===== src/rtl/spu_pipes.sv =====
`default_nettype none
// ============================================================================
// Module   : spu_pipes
// Purpose  : Dual-issue SPU-style execution core. An even pipe (halfword
//            immediate load, add, subtract-from-immediate, logical/arithmetic
//            halfword shifts) and an odd pipe (quadword byte rotate, relative
//            branch) share a 128 x 128-bit register file.
//            Instruction words use big-endian bit numbering: architectural
//            bit 0 is port bit 31.
//            Timing for a pair sampled at edge E0:
//              E0   : instruction words and pc registered
//              E0+1 : result / branch registered (operands read this cycle)
//              E0+2 : destination register written
// Ports    : clk          - rising-edge clock
//            reset        - asynchronous active-low reset
//            instr_even   - even-pipe instruction word
//            instr_odd    - odd-pipe instruction word
//            pc           - word address of the instruction pair
//            pc_wb        - branch target, valid while branch_taken is high
//            branch_taken - one-cycle pulse per executed br
// Revision : 1.0 - initial release
// ============================================================================
module spu_pipes (
    input  logic        clk,
    input  logic        reset,
    input  logic [31:0] instr_even,
    input  logic [31:0] instr_odd,
    input  logic [7:0]  pc,
    output logic [7:0]  pc_wb,
    output logic        branch_taken
);

    // Opcodes, MSB-aligned. nop/lnop are not listed: like every unknown
    // opcode they fall through the decoders as "no write, no branch".
    localparam logic [8:0]  c_OP_ILH    = 9'b010000011;
    localparam logic [10:0] c_OP_AH     = 11'b00011001000;
    localparam logic [7:0]  c_OP_SFHI   = 8'b00001101;
    localparam logic [10:0] c_OP_ROTHM  = 11'b00001011101;
    localparam logic [10:0] c_OP_ROTMAH = 11'b00001011110;
    localparam logic [10:0] c_OP_ROTQBY = 11'b00111011100;
    localparam logic [8:0]  c_OP_BR     = 9'b001100100;

    // ------------------------------------------------------------------------
    // Register file
    // ------------------------------------------------------------------------
    logic [127:0] regs [0:127];

    // ------------------------------------------------------------------------
    // Stage 1: sampled instruction pair
    // ------------------------------------------------------------------------
    logic [31:0] r_ex_even;
    logic [31:0] r_ex_odd;
    logic [7:0]  r_ex_pc;

    always_ff @(posedge clk or negedge reset) begin
        if (!reset) begin
            r_ex_even <= '0;
            r_ex_odd  <= '0;
            r_ex_pc   <= '0;
        end else begin
            r_ex_even <= instr_even;
            r_ex_odd  <= instr_odd;
            r_ex_pc   <= pc;
        end
    end

    // ------------------------------------------------------------------------
    // Even pipe
    // ------------------------------------------------------------------------
    logic [127:0] w_e_a;
    logic [127:0] w_e_b;
    logic [15:0]  w_e_i16;
    logic [15:0]  w_e_i10_sext;

    assign w_e_a        = regs[r_ex_even[13:7]];
    assign w_e_b        = regs[r_ex_even[20:14]];
    assign w_e_i16      = r_ex_even[22:7];
    assign w_e_i10_sext = {{6{r_ex_even[23]}}, r_ex_even[23:14]};

    logic [127:0] w_ah_res;
    logic [127:0] w_sfhi_res;
    logic [127:0] w_rothm_res;
    logic [127:0] w_rotmah_res;

    // All even-pipe arithmetic is lane-independent, so the eight halfwords
    // are built identically regardless of their position in the quadword.
    for (genvar g = 0; g < 8; g++) begin : g_lane
        logic [15:0] w_a;
        logic [15:0] w_b;
        logic [4:0]  w_cnt;

        assign w_a = w_e_a[16*g +: 16];
        assign w_b = w_e_b[16*g +: 16];
        // (0 - rb) & 0x1F only depends on the low five bits of rb.
        assign w_cnt = 5'd0 - w_b[4:0];

        assign w_ah_res[16*g +: 16]    = w_a + w_b;
        assign w_sfhi_res[16*g +: 16]  = w_e_i10_sext - w_a;
        // Counts of 16..31 shift every bit out.
        assign w_rothm_res[16*g +: 16] = w_cnt[4] ? 16'd0 : (w_a >> w_cnt[3:0]);
        assign w_rotmah_res[16*g +: 16] = w_cnt[4] ? {16{w_a[15]}}
                                        : $unsigned($signed(w_a) >>> w_cnt[3:0]);
    end

    logic         w_e_we;
    logic [127:0] w_e_res;

    always_comb begin
        w_e_we  = 1'b0;
        w_e_res = '0;
        if (r_ex_even[31:23] == c_OP_ILH) begin
            w_e_we  = 1'b1;
            w_e_res = {8{w_e_i16}};
        end else if (r_ex_even[31:21] == c_OP_AH) begin
            w_e_we  = 1'b1;
            w_e_res = w_ah_res;
        end else if (r_ex_even[31:24] == c_OP_SFHI) begin
            w_e_we  = 1'b1;
            w_e_res = w_sfhi_res;
        end else if (r_ex_even[31:21] == c_OP_ROTHM) begin
            w_e_we  = 1'b1;
            w_e_res = w_rothm_res;
        end else if (r_ex_even[31:21] == c_OP_ROTMAH) begin
            w_e_we  = 1'b1;
            w_e_res = w_rotmah_res;
        end
    end

    // ------------------------------------------------------------------------
    // Odd pipe
    // ------------------------------------------------------------------------
    logic [127:0] w_o_a;
    logic [3:0]   w_o_cnt;
    logic [6:0]   w_o_sh;
    logic [127:0] w_o_rot;

    assign w_o_a   = regs[r_ex_odd[13:7]];
    // Byte count lives in the low nibble of the most significant word of rb.
    assign w_o_cnt = regs[r_ex_odd[20:14]][99:96];
    assign w_o_sh  = {w_o_cnt, 3'b000};
    // Byte 0 is the MSB, so a left rotate moves bytes toward the MSB end.
    // A zero count gives a 128-bit right shift, which yields zero.
    assign w_o_rot = (w_o_a << w_o_sh) | (w_o_a >> (8'd128 - {1'b0, w_o_sh}));

    logic         w_o_we;
    logic [127:0] w_o_res;
    logic         w_o_br;
    logic [7:0]   w_o_tgt;

    always_comb begin
        w_o_we  = 1'b0;
        w_o_res = '0;
        w_o_br  = 1'b0;
        w_o_tgt = r_ex_pc + r_ex_odd[14:7];
        if (r_ex_odd[31:21] == c_OP_ROTQBY) begin
            w_o_we  = 1'b1;
            w_o_res = w_o_rot;
        end else if (r_ex_odd[31:23] == c_OP_BR) begin
            w_o_br  = 1'b1;
        end
    end

    // ------------------------------------------------------------------------
    // Stage 2: registered results and branch
    // ------------------------------------------------------------------------
    logic         r_wb_we_even;
    logic [6:0]   r_wb_rt_even;
    logic [127:0] r_wb_res_even;
    logic         r_wb_we_odd;
    logic [6:0]   r_wb_rt_odd;
    logic [127:0] r_wb_res_odd;
    logic         r_br_taken;
    logic [7:0]   r_pc_wb;

    always_ff @(posedge clk or negedge reset) begin
        if (!reset) begin
            r_wb_we_even  <= 1'b0;
            r_wb_rt_even  <= '0;
            r_wb_res_even <= '0;
            r_wb_we_odd   <= 1'b0;
            r_wb_rt_odd   <= '0;
            r_wb_res_odd  <= '0;
            r_br_taken    <= 1'b0;
            r_pc_wb       <= '0;
        end else begin
            r_wb_we_even  <= w_e_we;
            r_wb_rt_even  <= r_ex_even[6:0];
            r_wb_res_even <= w_e_res;
            r_wb_we_odd   <= w_o_we;
            r_wb_rt_odd   <= r_ex_odd[6:0];
            r_wb_res_odd  <= w_o_res;
            r_br_taken    <= w_o_br;
            // Target holds its last value between branches.
            if (w_o_br) begin
                r_pc_wb <= w_o_tgt;
            end
        end
    end

    assign branch_taken = r_br_taken;
    assign pc_wb        = r_pc_wb;

    // ------------------------------------------------------------------------
    // Write-back. The odd write is issued last so it wins on a shared rt.
    // ------------------------------------------------------------------------
    always_ff @(posedge clk or negedge reset) begin
        if (!reset) begin
            for (int i = 0; i < 128; i++) begin
                regs[i] <= '0;
            end
        end else begin
            if (r_wb_we_even) begin
                regs[r_wb_rt_even] <= r_wb_res_even;
            end
            if (r_wb_we_odd) begin
                regs[r_wb_rt_odd] <= r_wb_res_odd;
            end
        end
    end

endmodule
`default_nettype wire


===== config.mk =====
export PLATFORM = sky130hd
export DESIGN_NAME = spu_pipes
export DESIGN_NICKNAME = d
export VERILOG_FILES = /design/src/rtl/spu_pipes.sv
export SDC_FILE = /design/constraint.sdc
export NUM_CORES = 1
export LEC_CHECK = 0
export BUFFER_PORTS_ARGS = -buffer_cell sky130_fd_sc_hd__buf_2
export CORE_MARGIN = 2
export CORE_UTILIZATION = 44
export DETAILED_ROUTE_END_ITERATION = 16
export PLACE_DENSITY = 0.8
export SLEW_MARGIN = 10
export SYNTH_ARGS = -nofsm -noshare
export SYNTH_HDL_FRONTEND = slang
export SYNTH_SLANG_ARGS = --single-unit

===== constraint.sdc =====
create_clock -name clk -period 4.2 [get_ports clk]
set_clock_uncertainty 0.15 [all_clocks]
set_input_delay 1.26 -clock clk [delete_from_list [all_inputs] [get_ports clk]]
set_output_delay 1.26 -clock clk [all_outputs]
set_load 0.02 [all_outputs]

==> impl_metrics.tcl, run 1 <==
set metrics [dict create \
    pin_count 83 \
    cts_resized 0 \
    drc 0 \
    crit_buf_inv 1 \
    p_seq_share_pct 57.8 \
    p_clk_share_pct 30.4 \
    synth_area_um2 1300 \
    p_int_uw 456 \
    grt_max_degree 35 \
    regArea_um2 851 \
    slew_violations 0 \
    ant_nets 0 \
    antenna_found_initial 0 \
    fmax_ghz 0.438 \
    die_height_um 58.3 \
    reg2reg_depth 7 \
    crit_slowest_cell "dfrtp_1" \
    synth_top_area_share_pct 65.5 \
    clock_latency_ps 320 \
    setup-tns-final_ps 0 \
    crit_cells 1 \
    path_cells "buf_2" \
    hp-start "pc_wb[3]" \
    cp_max_fo 2 \
    cts_tree "yes" \
    initial_core_util_pct 46.7 \
    synthSimpleGateAreaFrac_pct 10.7 \
    max_stage_delay_ps 390 \
    wl_per_cell_um 13.0 \
    muxShareOfSynthArea_pct 0 \
    layout-drive-gt1-share_pct 32.6 \
    tightest_slew_ps 690 \
    ir_worst_vdd_v 0.000265 \
    yosysWarnings 0 \
    regToRegStartpoint "r_ex_odd[7]" \
    h-tree-depth 2 \
    cts.sinks 34 \
    post-dp-hpwl_um 1710 \
    period_needed_ps 2280 \
    cp-startpoint "pc_wb[7]" \
    worstPathArrival_ps 870 \
    comb_power_share_pct 11.8 \
    cts_made_buffers 5 \
    drt_iter0_markers 19 \
    grt_pass1_vias 946 \
    synthToLayoutAreaGrowth_pct 20.3 \
    ys_seq_area_share_pct 65.5 \
    synthAdderAreaFrac_pct 8.29 \
    gr-total-overflow 0 \
    cap_violations 0 \
    grt_pass1_wl_um 3860 \
    n_antenna_cell 0 \
    post_cts_buffers 0 \
    setup_slack_ps 1920 \
    cts_hold_buf 0 \
    ys_types 27 \
    grt_setup_unrepaired "no" \
    dieArea_um2 3400 \
    status "completed" \
    synth_compound_area_share_pct 12.2 \
    powerDensity_nw_per_um2 387 \
    dp_worst_setup_slack_ps 2220 \
    hold_path_depth 2 \
    endpoint_kind "output pin" \
    postSynthAreaPerCell_um2 13.0 \
    port_buffers 35 \
    setup_viol 0 \
    wirelength_um 2240 \
    p_sw_uw 149 \
    root_buffer "clkbuf_4" \
    nets 222 \
    core_um2 2780 \
    leakagePower_nw 0.797 \
    hold_viol 0 \
    hold_class "register to register" \
    slew_headroom_pct 54.0 \
    syn_inst 100 \
    multiInputGateArea_um2 423 \
    post-route-period-util_pct 54.4 \
    row_count 19 \
    synth_nets 182 \
    fillers 247 \
    dr_total_vias 888 \
    clockBufferDepth 2 \
    synthXorXnorAreaFrac_pct 1.35 \
    r2r_slack_ps 2200 \
    start_kind "register" \
    synth-seq-cells 34 \
    cts.clk_slew.worst_paths_ps 100 \
    track_usage_pct 15.6 \
    place.gp.congestion 0.881 \
    synth_top_family_by_area "compound AO/OA/AOI/OAI gates" \
    fp.dieW_um 58.3 \
    synth.top_cells.by_area "dfrtp_1 (66%), ha_1 (6.7%), nand2_1 (3.8%)" \
    swShare_pct 24.6 \
    synth_area_leader_cell "dfrtp_1" \
    dr.pass1.iters 4 \
    crit_family "flip-flops" \
    via_per_inst 5.16 \
    timing.critical_path.required_ps 2790 \
    criticalPathCategory "register to output pin" \
]
## path summary, 6_finish.rpt
| path | to |
|---|---|
| max in group asynchronous | r_ex_odd[31] |
| min | pc_wb[3] |
| max reg2reg | pc_wb[6] |
| max | pc_wb[7] |
| min reg2reg | pc_wb[3] |
| min in group asynchronous | r_ex_odd[12] |
## logic make-up (layout without fill, tap and decap cells)
kind of cell / count (synthesis) / count (layout)
simple gates: 29 / 29
flops: 34 / 34
buf+inv: 6 / 47
fa+ha+maj: 8 / 8
compound gates: 21 / 21
xor+xnor: 2 / 2
## layout make-up
class                   count  share of cell area (%)
flip-flops and latches     34                    54.4
clock buffers               7                    3.52
multi-input cells          60                    27.1
clock inverters             1                   0.320
inverters                   4                   0.961
well taps                  31                    2.48
repair buffers             35                    11.2
## layer usage
metal	track usage, %	part of all wire (%)
met5	0	0
met4	8.97	1.8
met3	3.96	7.2
met2	27.6	53
met1	16.9	38
## per-stage QoR
step / hold slack, ps / power, mW / instances / cell area, um2 / util, %
after floorplan: 375 / 0.397 / 100 / 1300 / -
after global placement: 301 / 0.424 / 164 / 1500 / 54.0
after detailed placement: 307 / 0.429 / 164 / 1500 / 54.0
after CTS: 330 / 0.613 / 172 / 1560 / 56.2
after global routing: 354 / 0.638 / 172 / 1560 / 56.2
final: 333 / 0.605 / 172 / 1560 / 56.2
## power by group through the flow
stage	logic (mW)	clock network [mW]	registers, mW
2_1_floorplan	0.0353	0	0.361
3_3_place_gp	0.0686	0	0.356
3_5_place_dp	0.0720	0	0.357
4_1_cts	0.0725	0.190	0.350
5_1_grt	0.0819	0.204	0.352
6_report	0.0713	0.184	0.350
## worst reg2reg max path, delay by kind of cell (launching register included)
kind            cells  cell delay (ps)
compound gates      3              600
fa+ha+maj           2              600
flops               1              340
buf+inv             1               70
simple gates        1              170
## Yosys cell counts
| master | n |
|---|---|
| a2111o_1 | 2 |
| a211o_1 | 1 |
| a211oi_1 | 2 |
| a21bo_2 | 1 |
| a21oi_1 | 4 |
| a2bb2oi_1 | 1 |
| buf_2 | 1 |
| clkbuf_2 | 1 |
| dfrtp_1 | 34 |
| fa_1 | 1 |
| ha_1 | 7 |
| inv_1 | 4 |
| nand2_1 | 13 |
| nand2b_1 | 1 |
| nand3_1 | 2 |
| nand4_1 | 1 |
| nand4bb_1 | 1 |
| nor2_1 | 5 |
| nor2b_1 | 2 |
| o211ai_2 | 2 |
| o21a_1 | 1 |
| o21ai_0 | 5 |
| o311ai_0 | 1 |
| o31ai_1 | 1 |
| or2_2 | 1 |
| or3_1 | 3 |
| xor2_1 | 2 |
## sequential cells by signal (all words and copies together), names as in the netlist
register      flops
branch_taken      1
r_ex_odd         17
r_ex_pc           8
pc_wb             8
## placed cells by master, fill, tap and decap left out, types with 2 or more instances in the layout
master and count:
ha_1 7, nor2b_1 2, nor2_1 5, dfrtp_1 34, or3_1 3, inv_1 4
o21ai_0 5, a2111o_1 2, buf_2 35, a211oi_1 2, a21oi_1 4, o211ai_2 2
nand3_1 2, nand2_1 13, xor2_1 2, clkbuf_4 5
(Power assumes the default switching activity.)
==> run 2, diff against run 1 <==
Settings changed: CORE_UTILIZATION 44 to 37, PLACE_DENSITY 0.8 to 0.71.
Clock period 4.2 ns to 1.9 ns, I/O delays scaled along.
==> impl_metrics.tcl, run 2 (same netlist as run 1, synthesis figures left out) <==
set metrics [dict create \
    p_sw_uw 329 \
    dr_total_vias 882 \
    initial_core_util_pct 38.6 \
    root_buffer "clkbuf_4" \
    grt_pass1_vias 948 \
    cp_max_fo 3 \
    criticalPathCategory "register to register" \
    place.gp.congestion 0.859 \
    cts.clk_slew.worst_paths_ps 100 \
    gr-total-overflow 0 \
    dieArea_um2 4000 \
    synthToLayoutAreaGrowth_pct 26.9 \
    port_buffers 35 \
    cts_made_buffers 5 \
    drt_iter0_markers 19 \
    cts.sinks 34 \
    p_seq_share_pct 54.6 \
    fin_area_um2 1650 \
    row_count 21 \
    wl_per_cell_um 11.8 \
    timing.critical_path.required_ps 2010 \
    tightest_slew_ps 399 \
    fp.dieW_um 63.2 \
    placed_cells 183 \
    die_height_um 63.2 \
    dp_worst_setup_slack_ps -3.86 \
    powerDensity_nw_per_um2 860 \
    hold_viol 0 \
    pin_count 83 \
    instances_no_fill 191 \
    p_int_mw 1.09 \
    setup-tns-final_ps 0 \
    swShare_pct 23.2 \
    final_cell_mix "buf_2 (35), dfrtp_1 (34), nand2_1 (13)" \
    track_usage_pct 13.2 \
    dpl_cell_area_um2 1550 \
    dr.pass1.iters 4 \
    comb_power_share_pct 11.8 \
    hold_class "input port to asynchronous set/reset pin" \
    via_per_inst 4.62 \
    setup_viol 0 \
    post-dp-hpwl_um 1700 \
    clock_latency_ps 330 \
    largest_reg_flops 17 \
    period_needed_ps 1820 \
    slew_headroom_pct 73.4 \
    layout_commonest_cell "buf_2" \
    drc 0 \
    ant_nets 0 \
    setup_slack_ps 79.4 \
    n_antenna_cell 0 \
    h-tree-depth 2 \
    status "completed" \
    ir_worst_vdd_v 0.000428 \
    endpoint_kind "register" \
    post-route-period-util_pct 95.8 \
    top_register "r_ex_odd" \
    clockBufferDepth 2 \
    cts_tree "yes" \
    cap_violations 0 \
    fmax_ghz 0.549 \
    layout-drive-gt1-share_pct 39.3 \
    worstPathArrival_ps 1930 \
    start_kind "register" \
    cts_hold_buf 0 \
    p_clk_share_pct 33.7 \
    grt_max_degree 35 \
    grt_setup_unrepaired "yes" \
    grt_pass1_wl_um 3900 \
    core_um2 3360 \
    wirelength_um 2250 \
    slew_violations 0 \
    leakagePower_nw 0.822 \
    antenna_found_initial 0 \
    nets 226 \
]
[run 2: power groups by stage]
stage | sequential, mW | clock, mW | combinational (mW)
global route | 0.778 | 0.534 | 0.190
CTS | 0.774 | 0.497 | 0.167
floorplan | 0.799 | 0 | 0.0780
finish | 0.773 | 0.477 | 0.167
detailed placement | 0.788 | 0 | 0.164
global placement | 0.786 | 0 | 0.157
[run 2: metrics by stage]
stage / util (%) / power (mW) / hold WS [ps]
final: 49.0 / 1.42 / 86.9
after global routing: 49.0 / 1.50 / 109
after CTS: 48.7 / 1.44 / 83.3
after detailed placement: 46.1 / 0.952 / 308
after global placement: 46.1 / 0.943 / 300
after floorplan: - / 0.877 / 124
[run 2: area by class of cell]
type	instances	area [um2]
inverters	4	15.0
multi-input cells	60	440
repair buffers	39	205
clock buffers	8	78.8
well taps	46	57.6
fillers	328	1720
flip-flops and latches	34	851
[run 2: worst paths after layout]
| path | start | end | slack, ps | depth (start not counted) |
|---|---|---|---|---|
| setup / recovery | r_ex_odd[7] | pc_wb[6] | 80 | 7 |
| hold / removal | reset | r_ex_odd[12] | 90 | 2 |
| setup reg to reg | r_ex_odd[7] | pc_wb[6] | 80 | 7 |
| hold reg to reg | pc_wb[3] | pc_wb[3] | 320 | 2 |
| max in group asynchronous | reset | r_ex_odd[27] | 1220 | 2 |
| min in group clk | instr_odd[12] | r_ex_odd[12] | 180 | 1 |
[run 2: worst max-delay path: stages, from the launching register on]
cell and delay (ps):
dfrtp_1 340, ha_2 180, inv_1 50, fa_2 340
nor2b_2 140, o31ai_2 90, a2111o_1 390, o211ai_2 80
[run 2: metal layers]
layer / GRT usage (%) / share of wire, % / routed length, um
met5: 0 / 0 / 0
met4: 8.15 / 1.9 / 43
met3: 5.54 / 7.9 / 177
met2: 22.9 / 52 / 1160
met1: 12.9 / 39 / 866
[run 2: repair_timing]
item	4_1_cts	5_1_grt
setup buffers	0	0
endpoints found under the setup margin	1	3
endpoints found under the hold margin	0	0
resized for setup	2	4
==> run 3, diff against run 2 <==
--- a/config.mk
+++ b/config.mk
@@ -7,7 +7,8 @@
 export LEC_CHECK = 0
+export ABC_AREA = 1
 export BUFFER_PORTS_ARGS = -buffer_cell sky130_fd_sc_hd__buf_2
 export CORE_MARGIN = 2
-export CORE_UTILIZATION = 37
+export CORE_UTILIZATION = 38
 export DETAILED_ROUTE_END_ITERATION = 16
-export PLACE_DENSITY = 0.71
+export PLACE_DENSITY = 0.72
 export SLEW_MARGIN = 10
==> constraint.sdc (replaced) <==
create_clock -name clk -period 1.9 [get_ports clk]
set_clock_uncertainty 0.15 [all_clocks]
set_input_delay 0.285 -clock clk [delete_from_list [all_inputs] [get_ports clk]]
set_output_delay 0.285 -clock clk [all_outputs]
set_load 0.02 [all_outputs]
==> impl_metrics.tcl, run 3 <==
set metrics [dict create \
    wl_per_cell_um 10.3 \
    tightest_slew_ps 710 \
    dieArea_um2 4050 \
    leakagePower_nw 1.01 \
    nets 273 \
    powerDensity_nw_per_um2 735 \
    regArea_um2 851 \
    slew_headroom_pct 52.7 \
    muxShareOfSynthArea_pct 0 \
    synthAdderAreaFrac_pct 7.96 \
    top_register "r_ex_odd" \
    setup_viol 0 \
    final_util_pct 56.0 \
    synth_compound_area_share_pct 2.78 \
    fp.dieW_um 63.7 \
    via_per_inst 4.32 \
    synth.top_cells.by_area "dfrtp_1 (63%), nand2_1 (8.9%), ha_1 (6.5%)" \
    n_antenna_cell 0 \
    ant_nets 0 \
    slew_violations 0 \
    grt_setup_unrepaired "no" \
    cts.clk_slew.worst_paths_ps 100 \
    post-dp-hpwl_um 1630 \
    cts.sinks 34 \
    grt_pass1_vias 1027 \
    root_buffer "clkbuf_4" \
    max_stage_delay_ps 340 \
    yosysWarnings 0 \
    synth_top_area_share_pct 62.9 \
    place.gp.congestion 0.835 \
    port_buffers 35 \
    dr_total_vias 1029 \
    synth_most_common_cell "dfrtp_1" \
    dr.pass1.iters 4 \
    layout-drive-gt1-share_pct 26.0 \
    post-route-period-util_pct 88.2 \
    setup_slack_ps 224 \
    synth_area_um2 1350 \
    synth_top_family_by_area "simple AND/OR/NAND/NOR gates" \
    clock_latency_ps 330 \
    period_needed_ps 1680 \
    grt_pass1_wl_um 4350 \
    total_power_mw 1.39 \
    die_height_um 63.7 \
    final_cell_mix "buf_2 (35), dfrtp_1 (34), nand2_1 (32)" \
    path_cells "ha_1 > inv_1 > fa_2 > inv_1 > nand2_1 > nand2_1 > nand3b_1 > nand2_1 > nand2_1 > nand3_1 > nand2_1" \
    yosys-top-cells-count "dfrtp_1 (34), nand2_1 (32), inv_1 (16)" \
    setup-tns-final_ps 0 \
    pin_count 83 \
    hold_viol 0 \
    ys_seq_area_share_pct 62.9 \
    post_cts_buffers 0 \
    row_count 21 \
    worstPathArrival_ps 1760 \
    endpoint_kind "register" \
    multiInputGateArea_um2 433 \
    initial_core_util_pct 39.9 \
    synth_ff_type "dfrtp_1" \
    drt_iter0_markers 29 \
    criticalPathCategory "register to register" \
    synth_nets 206 \
    ys_async_sr_fraction_pct 100 \
    h-tree-depth 2 \
    fmax_ghz 0.597 \
    synthSimpleGateAreaFrac_pct 18.5 \
    drc 0 \
    postSynthAreaPerCell_um2 10.9 \
    largest_reg_flops 17 \
    hold_class "register to register" \
    timing.critical_path.required_ps 1980 \
    synth-seq-cells 34 \
    track_usage_pct 14.7 \
    crit_slowest_cell "dfrtp_1" \
    cp_common_cell "nand2_1" \
    synthToLayoutAreaGrowth_pct 40.2 \
    core_um2 3390 \
    hold_slack_ps 334 \
    wirelength_um 2440 \
    cap_violations 0 \
    fillers 289 \
    ir_worst_vdd_v 0.000413 \
    status "completed" \
    dp_worst_setup_slack_ps 171 \
    synth_area_leader_cell "dfrtp_1" \
    synthXorXnorAreaFrac_pct 2.59 \
    cp_max_fo 2 \
    synth-edff-count 0 \
    cts_made_buffers 5 \
    gr-total-overflow 0 \
    ys_types 19 \
    syn_inst 124 \
    grt_max_degree 35 \
    layout_commonest_cell "buf_2" \
    antenna_found_initial 0 \
    cts_tree "yes" \
    clockBufferDepth 2 \
    start_kind "register" \
]
## run 3: cell count changes after synthesis, sizes merged, moves of 3 or more
cell   change
inv       +12
nand3      +6
or3        -3
nand2     +21
## run 3: area by class of cell
class                           instances  share of cell area [%]
Timing Repair Buffer                   61                    23.0
Inverter                               16                    3.17
Clock inverter                          1                   0.264
Multi-Input combinational cell         73                    22.8
Tap cell                               46                    3.03
Sequential cell                        34                    44.9
Clock buffer                            7                    2.90
## run 3: what timing repair did
item	in CTS	in global routing
gates resized for setup	0	1
setup endpoints to repair	0	1
hold buffers	26	0
endpoints found under the hold margin	59	0
## run 3: metal layers
layer | vias up | wire length, um | GRT usage [%]
li1 | 520 | - | -
met1 | 473 | 918 | 15.3
met5 | - | 0 | 0
met4 | 0 | 51 | 7.07
met3 | 7 | 135 | 6.25
met2 | 29 | 1340 | 25.3
## run 3: worst max-delay path, delay by kind of cell (launching register included)
kind	cells	cell delay (ps)
adders and majority gates	2	500
and+or+nand+nor	7	460
DFF	1	340
buffers and inverters	2	120
## run 3: logic make-up (layout without fill, tap and decap cells)
| logic type | after synthesis | count (layout) |
|---|---|---|
| xor gates and xnor gates | 4 | 4 |
| and+or+nand+nor | 55 | 55 |
| AOI/OAI and AO/OA | 6 | 6 |
| adders and majority gates | 8 | 8 |
| buffers and inverters | 17 | 85 |
| DFF | 34 | 34 |
## run 3: report_power, final
part	internal [mW]	leakage (nW)	switching (mW)
registers	0.760	0.416	0.0160
clock network	0.179	0.0353	0.229
logic	0.106	0.562	0.105
total	1.05	1.01	0.349
## run 3: metrics by stage
step	std cells	cell area [um2]
3_3_place_gp	204	1570
3_5_place_dp	204	1570
2_1_floorplan	124	1350
5_1_grt	238	1900
6_report	238	1900
4_1_cts	238	1890
## run 3: final timing paths
kind / startpoint / to / slack, ps / depth (start not counted)
min reg2reg: pc_wb[7] / pc_wb[7] / 330 / 2
max reg2reg: r_ex_pc[0] / pc_wb[6] / 220 / 11
max: r_ex_pc[0] / pc_wb[6] / 220 / 11
min: pc_wb[7] / pc_wb[7] / 330 / 2
min in group asynchronous: reset / pc_wb[5] / 370 / 2
max in group asynchronous: reset / pc_wb[0] / 760 / 2
